<file path="config.mk">
export PLATFORM = sky130hd
export DESIGN_NAME = rom_dl_sequencer_flat
export DESIGN_NICKNAME = d
export VERILOG_FILES = /design/src/rtl/bankp_rom_pkg.sv /design/src/rtl/rom_dl_sequencer_if.sv /design/src/rtl/rom_region_decode.sv /design/src/rtl/rom_dl_sequencer.sv /design/src/flat_wrapper.sv
export SDC_FILE = /design/constraint.sdc
export NUM_CORES = 1
export LEC_CHECK = 0
export CAP_MARGIN = 5
export CORE_UTILIZATION = 45
export CTS_BUF_LIST = sky130_fd_sc_hd__clkbuf_2 sky130_fd_sc_hd__clkbuf_4 sky130_fd_sc_hd__clkbuf_8
export CTS_CLUSTER_SIZE = 8
export DETAILED_ROUTE_END_ITERATION = 10
export HOLD_SLACK_MARGIN = 0.02
export PLACE_DENSITY = 0.72
export RECOVER_POWER = 100
export SETUP_SLACK_MARGIN = 0.15
export SLEW_MARGIN = 30
export SYNTH_ARGS = -nofsm -noshare
export SYNTH_HDL_FRONTEND = slang
export SYNTH_SLANG_ARGS = --single-unit
</file>
<file path="constraint.sdc">
create_clock -name clk_sys -period 3.4 [get_ports clk_sys]
set_clock_uncertainty 0.1 [all_clocks]
set_input_delay 1.02 -clock clk_sys [delete_from_list [all_inputs] [get_ports clk_sys]]
set_output_delay 1.02 -clock clk_sys [all_outputs]
set_load 0.1 [all_outputs]
</file>
<file path="src/rtl/bankp_rom_pkg.sv">
// rtl/bankp_rom_pkg.sv - BankPanic ROM region map and download sequencer types
package bankp_rom_pkg;

    localparam int REGION_CNT = 4;

    typedef enum logic [1:0] {RG_CPU, RG_FG, RG_BG, RG_PROM} region_e;

    typedef enum logic [1:0] {ST_IDLE, ST_LO, ST_HI} state_e;

    function automatic logic [26:0] region_base(input int idx);
        case (idx)
            0:       return 27'h00000;
            1:       return 27'h0E000;
            2:       return 27'h10000;
            default: return 27'h18000;
        endcase
    endfunction

    function automatic logic [26:0] region_size(input int idx);
        case (idx)
            0:       return 27'h0E000;
            1:       return 27'h02000;
            2:       return 27'h08000;
            default: return 27'h00220;
        endcase
    endfunction

endpackage

</file>
<file path="src/rtl/rom_dl_sequencer_if.sv">
// rtl/rom_dl_sequencer_if.sv - hps_io download side and core ROM write side of the sequencer
interface rom_dl_sequencer_if #(parameter int ROM_AW = 16) ();
    logic              ioctl_download;
    logic [7:0]        ioctl_index;
    logic              ioctl_wr;
    logic [26:0]       ioctl_addr;
    logic [15:0]       ioctl_dout;
    logic              ioctl_wait;
    logic              rom_we;
    logic [1:0]        rom_sel;
    logic [ROM_AW-1:0] rom_addr;
    logic [7:0]        rom_data;
    logic              core_reset;
    logic              dl_done;
    logic              dl_err;

    modport master (
        output ioctl_download, ioctl_index, ioctl_wr, ioctl_addr, ioctl_dout,
        input  ioctl_wait, rom_we, rom_sel, rom_addr, rom_data, core_reset, dl_done, dl_err
    );

    modport slave (
        input  ioctl_download, ioctl_index, ioctl_wr, ioctl_addr, ioctl_dout,
        output ioctl_wait, rom_we, rom_sel, rom_addr, rom_data, core_reset, dl_done, dl_err
    );
endinterface

</file>
<file path="src/rtl/rom_region_decode.sv">
// rtl/rom_region_decode.sv - byte address to ROM region select and region-relative address
module rom_region_decode
    import bankp_rom_pkg::*;
#(
    parameter int ROM_AW = 16
) (
    input  logic [26:0]       byte_addr,
    output logic [1:0]        sel,
    output logic [ROM_AW-1:0] rel_addr,
    output logic              hit
);

    always_comb begin
        hit      = 1'b0;
        sel      = 2'd0;
        rel_addr = '0;
        for (int i = 0; i < REGION_CNT; i++) begin
            if (!hit && byte_addr >= region_base(i) &&
                byte_addr < region_base(i) + region_size(i)) begin
                hit      = 1'b1;
                sel      = 2'(i);
                rel_addr = ROM_AW'(byte_addr - region_base(i));
            end
        end
    end

endmodule

</file>
<file path="src/rtl/rom_dl_sequencer.sv">
// rtl/rom_dl_sequencer.sv - splits ioctl words into ROM byte writes and sequences core reset
module rom_dl_sequencer
    import bankp_rom_pkg::*;
#(
    parameter int RST_HOLD = 16,
    parameter int ROM_AW   = 16
) (
    input logic               clk_sys,
    input logic               reset_n,
    rom_dl_sequencer_if.slave bus
);

    localparam int HW = $clog2(RST_HOLD + 1);

    state_e            state;
    logic [26:0]       lat_addr;
    logic [15:0]       lat_data;
    logic [HW-1:0]     hold_cnt;
    logic              dl_active;
    logic              dl_active_q;
    logic              wrote_any;
    logic              wr_accept;
    logic [26:0]       dec_addr;
    logic [7:0]        dec_byte;
    logic [1:0]        dec_sel;
    logic [ROM_AW-1:0] dec_rel;
    logic              dec_hit;
    logic              rom_we_q;
    logic [1:0]        rom_sel_q;
    logic [ROM_AW-1:0] rom_addr_q;
    logic [7:0]        rom_data_q;
    logic              ioctl_wait_q;
    logic              dl_done_q;
    logic              dl_err_q;

    assign dl_active = bus.ioctl_download && (bus.ioctl_index == 8'd0);
    assign wr_accept = bus.ioctl_wr && dl_active && (state == ST_IDLE);

    // Low byte is decoded straight from hps_io so the first write lands one cycle after the strobe
    assign dec_addr = (state == ST_IDLE) ? bus.ioctl_addr      : lat_addr + 27'd1;
    assign dec_byte = (state == ST_IDLE) ? bus.ioctl_dout[7:0] : lat_data[15:8];

    rom_region_decode #(.ROM_AW(ROM_AW)) u_decode (
        .byte_addr (dec_addr),
        .sel       (dec_sel),
        .rel_addr  (dec_rel),
        .hit       (dec_hit)
    );

    always_ff @(posedge clk_sys or negedge reset_n) begin
        if (!reset_n) begin
            state        <= ST_IDLE;
            lat_addr     <= '0;
            lat_data     <= '0;
            hold_cnt     <= HW'(RST_HOLD);
            dl_active_q  <= 1'b0;
            wrote_any    <= 1'b0;
            rom_we_q     <= 1'b0;
            rom_sel_q    <= '0;
            rom_addr_q   <= '0;
            rom_data_q   <= '0;
            ioctl_wait_q <= 1'b0;
            dl_done_q    <= 1'b0;
            dl_err_q     <= 1'b0;
        end else begin
            rom_we_q    <= 1'b0;
            dl_active_q <= dl_active;

            if (dl_active && !dl_active_q) begin
                dl_done_q <= 1'b0;
                dl_err_q  <= 1'b0;
                wrote_any <= 1'b0;
            end

            case (state)
                ST_IDLE: begin
                    if (wr_accept) begin
                        lat_addr     <= bus.ioctl_addr;
                        lat_data     <= bus.ioctl_dout;
                        state        <= ST_LO;
                        ioctl_wait_q <= 1'b1;
                    end
                end
                ST_LO: state <= ST_HI;
                default: begin
                    state        <= ST_IDLE;
                    ioctl_wait_q <= 1'b0;
                end
            endcase

            // A byte outside every region is dropped and flagged instead of written
            if (wr_accept || state == ST_LO) begin
                rom_we_q   <= dec_hit;
                rom_sel_q  <= dec_sel;
                rom_addr_q <= dec_rel;
                rom_data_q <= dec_byte;
                if (dec_hit) wrote_any <= 1'b1;
                else         dl_err_q  <= 1'b1;
            end

            if (dl_active || state != ST_IDLE) begin
                hold_cnt <= HW'(RST_HOLD);
            end else if (hold_cnt != '0) begin
                hold_cnt <= hold_cnt - HW'(1);
                if (hold_cnt == HW'(1) && wrote_any && !dl_err_q) dl_done_q <= 1'b1;
            end
        end
    end

    assign bus.ioctl_wait = ioctl_wait_q;
    assign bus.rom_we     = rom_we_q;
    assign bus.rom_sel    = rom_sel_q;
    assign bus.rom_addr   = rom_addr_q;
    assign bus.rom_data   = rom_data_q;
    assign bus.dl_done    = dl_done_q;
    assign bus.dl_err     = dl_err_q;
    assign bus.core_reset = !reset_n || dl_active || (state != ST_IDLE) || (hold_cnt != '0);

endmodule
</file>
<file path="src/flat_wrapper.sv">
// flat-port wrapper written by rule: the top's interface ports become plain ports
module rom_dl_sequencer_flat import bankp_rom_pkg::*;
#(
    parameter int RST_HOLD = 16,
    parameter int ROM_AW   = 16
)
  (clk_sys, reset_n, bus_ioctl_download, bus_ioctl_index, bus_ioctl_wr, bus_ioctl_addr, bus_ioctl_dout, bus_ioctl_wait, bus_rom_we, bus_rom_sel, bus_rom_addr, bus_rom_data, bus_core_reset, bus_dl_done, bus_dl_err);
  rom_dl_sequencer_if #(.ROM_AW(ROM_AW)) bus_i ();
  input logic clk_sys;
  input logic reset_n;
  input wire logic [$bits(bus_i.ioctl_download)-1:0] bus_ioctl_download;
  input wire logic [$bits(bus_i.ioctl_index)-1:0] bus_ioctl_index;
  input wire logic [$bits(bus_i.ioctl_wr)-1:0] bus_ioctl_wr;
  input wire logic [$bits(bus_i.ioctl_addr)-1:0] bus_ioctl_addr;
  input wire logic [$bits(bus_i.ioctl_dout)-1:0] bus_ioctl_dout;
  output wire logic [$bits(bus_i.ioctl_wait)-1:0] bus_ioctl_wait;
  output wire logic [$bits(bus_i.rom_we)-1:0] bus_rom_we;
  output wire logic [$bits(bus_i.rom_sel)-1:0] bus_rom_sel;
  output wire logic [$bits(bus_i.rom_addr)-1:0] bus_rom_addr;
  output wire logic [$bits(bus_i.rom_data)-1:0] bus_rom_data;
  output wire logic [$bits(bus_i.core_reset)-1:0] bus_core_reset;
  output wire logic [$bits(bus_i.dl_done)-1:0] bus_dl_done;
  output wire logic [$bits(bus_i.dl_err)-1:0] bus_dl_err;
  assign bus_i.ioctl_download = bus_ioctl_download;
  assign bus_i.ioctl_index = bus_ioctl_index;
  assign bus_i.ioctl_wr = bus_ioctl_wr;
  assign bus_i.ioctl_addr = bus_ioctl_addr;
  assign bus_i.ioctl_dout = bus_ioctl_dout;
  assign bus_ioctl_wait = bus_i.ioctl_wait;
  assign bus_rom_we = bus_i.rom_we;
  assign bus_rom_sel = bus_i.rom_sel;
  assign bus_rom_addr = bus_i.rom_addr;
  assign bus_rom_data = bus_i.rom_data;
  assign bus_core_reset = bus_i.core_reset;
  assign bus_dl_done = bus_i.dl_done;
  assign bus_dl_err = bus_i.dl_err;
  rom_dl_sequencer #(.RST_HOLD(RST_HOLD), .ROM_AW(ROM_AW)) u_core (.clk_sys(clk_sys), .reset_n(reset_n), .bus(bus_i));
endmodule
</file>
==> reports/results.ini <==
[run_status]
status = finished, violations left
violations = max-capacitance violations, max-slew violations

[pwr]
power.total_uw = 2150
p_int_uw = 1530
power_density_mw_per_mm2 = 430
p_sw_frac = 0.288
p_sw_uw = 619
seq_power_share = 0.460
clockPowerShare = 0.366
leakage_uw = 0.00233
ir_worst_vdd_uv = 210
combPwrFrac = 0.174

[cells_and_area]
seq_area_sq_mm = 0.00185
nets = 609
synthToLayoutAreaGrowth_pct = 28.2
design_area_sq_mm = 0.00500
layout-drive-gt1-share = 0.128
multi_input_area_sq_mm = 0.00193
fillers = 773
n_antenna_cell = 0

[timing]
rsz0062_at_grt = no
worst_slew_pin_slew_ns = 1.79
period_needed_ns = 3.24
setup_tns_ns = 0
max_freq_ghz = 0.309
timing.final.crit_share = 0.952
maxSlewViolCount = 75
hold_viol_final = 0
maxSlewHeadroom = -0.193
hold_slack_ns = 0.382
finalSetupViolCount = 0

[floorplanning]
start_util = 0.470
die_h_microns = 95.1
coreArea_sq_mm = 0.00830
rows = 33
die_w_microns = 95.1
die-area_sq_mm = 0.00904
ios = 86

[detailed_routing]
vias = 3531
vias_per_cell = 5.37
wl_per_cell_microns = 14.6
dr.pass1.iters = 5
wl_met1_mm = 4.42
ant_nets = 0
route.met2.wl_mm = 4.62
drcViolationCount = 0
highest_layer = met4
dr_wl_met3_microns = 454
routed_wl_mm = 9.62
drt_iter0_markers = 182

[global_route]
grt_util_all_layers = 0.228
antenna_found_initial = 0
grt_overflow = 0
grt_first_pass_wirelength_mm = 15.8
grt_max_degree = 75
grt_pass1_vias = 3332

[placed_design]
port_buffers = 85
dpl_cell_area_sq_mm = 0.00483
dp_hpwl_mm = 6.81
place.gp.congestion = 0.880

[cts]
numCtsBuffers = 9
cts_hold_buffers = 0
root_buffer = clkbuf_8
cts_max_level = 3
clk_latency_ns = 0.34
clk_pin_slew_ns = 0.08
cts_sinks = 74
clockBufferDepth = 2
cts_tree = yes

[logic_synthesis]
postSynthCellCount = 454
syn-num-nets = 515
netlist_area_sq_mm = 0.00390
ys_async_sr_fraction = 1.00
synth-edff-count = 0
synthDistinctLibCells = 66
yosys_most_used_dff = dfrtp_1
synth_seq_area_share = 0.475
ys_seq_elements = 74
ys_warn_count = 0
syn_area_per_cell_sq_um = 8.59

[critical_path]
worst_ep_required_time_ns = 2.28
path_class = input port to output pin
cp-end-kind = output pin
critPathArrivalTime_ns = 2.12
crit_path_start_kind = input port
worst-path-max-fanout = 2

[flow_run]
maxCapViolCount = 1

[hold_path]
min_path_type = flip-flop to flip-flop

-- worst paths after layout --
| check | start | end | slack, ns | cells after the start |
|---|---|---|---|---|
| max | bus_ioctl_index[1] | bus_core_reset | 0.16 | 7 |
| max reg2reg | u_core.lat_addr[0] | u_core.bus.rom_addr[1] | 0.33 | 10 |
| min reg2reg | u_core.lat_data[10] | u_core.lat_data[10] | 0.38 | 2 |
| max in group asynchronous | reset_n | u_core.lat_addr[23] | 0.89 | 2 |
| min in group asynchronous | reset_n | u_core.bus.rom_addr[13] | 1.24 | 2 |
| min | u_core.lat_data[10] | u_core.lat_data[10] | 0.38 | 2 |
-- power by group through the flow --
stage,combinational [uW],sequential (uW),clock (uW)
floorplan,173,1070,0
global route,421,994,845
finish,374,987,787
detailed placement,392,1000,0
CTS,391,987,800
global placement,386,1000,0
-- per-layer routing --
| metal | vias to the layer above | GRT usage |
|---|---|---|
| met5 | - | 0 |
| met4 | 0 | 0.0758 |
| met3 | 13 | 0.0367 |
| met2 | 94 | 0.379 |
| met1 | 1662 | 0.303 |
| li1 | 1762 | - |
-- worst max-delay path, cell delays in order --
cell and delay [ns]:
dlygate4sd2_1 0.23, nor3_1 0.20, nand4_1 0.16, inv_1 0.16, nor2_4 0.06, nand3_2 0.11
buf_12 0.17
-- metrics by stage --
stage / utilization / setup WS, ns / std cells
finish: 0.602 / 0.163 / 658
global route: 0.602 / 0.0870 / 658
CTS: 0.616 / 0.166 / 658
detailed placement: 0.582 / 0.0214 / 635
global placement: 0.582 / 0.0616 / 635
floorplan: - / 0.282 / 454
-- what timing repair did --
action                                  CTS  global route
pin swaps                                 3             4
buffers inserted                          7             0
endpoints found under the setup margin    1            52
resized for setup                         7            11
-- cell usage in the layout, fill, tap and decap left out, types with 4 or more instances in the layout --
| cell type | netlist | final |
|---|---|---|
| nand2_1 | 148 | 149 |
| dfrtp_1 | 73 | 73 |
| clkdlybuf4s50_1 | 0 | 44 |
| nor2_1 | 38 | 36 |
| clkbuf_1 | 13 | 32 |
| o21ai_0 | 18 | 22 |
| buf_4 | 0 | 12 |
| inv_1 | 10 | 10 |
| nand3_1 | 12 | 10 |
| a31oi_1 | 10 | 10 |
| clkbuf_8 | 0 | 10 |
| a21oi_1 | 9 | 8 |
| nor3_1 | 7 | 7 |
| nor4_1 | 7 | 6 |
| ha_1 | 6 | 6 |
| dlygate4sd2_1 | 0 | 6 |
| o31ai_1 | 5 | 5 |
| o21ai_2 | 10 | 5 |
| xnor2_1 | 5 | 5 |
| nand4_1 | 5 | 5 |
| a31o_2 | 5 | 5 |
| or4_1 | 4 | 4 |
-- cell type report --
cell class | count | share of cell area
repair buffers | 104 | 0.162
well taps | 105 | 0.0263
clock buffers | 10 | 0.0275
clock inverters | 6 | 0.0195
flip-flops and latches | 74 | 0.371
multi-input cells | 348 | 0.386
inverters | 11 | 0.00826
-- flip-flops by register name, indices dropped and copies added, names as in the netlist, 2 cells and up --
register             flops
u_core.hold_cnt          5
u_core.bus.rom_sel       2
u_core.state             2
u_core.bus.rom_data      8
u_core.lat_data          8
u_core.bus.rom_addr     16
u_core.lat_addr         27
-- synthesized netlist by cell type, types with 3 or more instances --
master / number / share of area
a31oi_1: 10 / 0.016
clkbuf_1: 13 / 0.013
mux2i_1: 3 / 0.0077
xnor2_1: 5 / 0.011
buf_2: 4 / 0.0051
o21ai_0: 18 / 0.023
nor2b_1: 3 / 0.0048
inv_1: 10 / 0.0096
nand3_1: 12 / 0.015
nor3_1: 7 / 0.0090
dfrtp_1: 73 / 0.47
ha_1: 6 / 0.019
a21oi_1: 9 / 0.012
nor2_1: 38 / 0.037
or4_1: 4 / 0.0077
nor4_1: 7 / 0.011
a31o_2: 5 / 0.011
nand2_1: 148 / 0.14
o21ai_2: 10 / 0.022
and3_1: 3 / 0.0048
nand4_1: 5 / 0.0080
o31ai_1: 5 / 0.0096
buf_1: 3 / 0.0029
-- logic make-up (layout without fill, tap and decap cells) --
kind of cell	Yosys count	after routing	synth area share
and+or+nand+nor	250	250	0.289
AOI/OAI and AO/OA	81	81	0.156
DFF	74	74	0.475
buffers and inverters	32	131	0.0340
xor gates and xnor gates	7	7	0.0157
adders and majority gates	6	6	0.0192
muxes	4	4	0.0106
(Power assumes the default switching activity.)
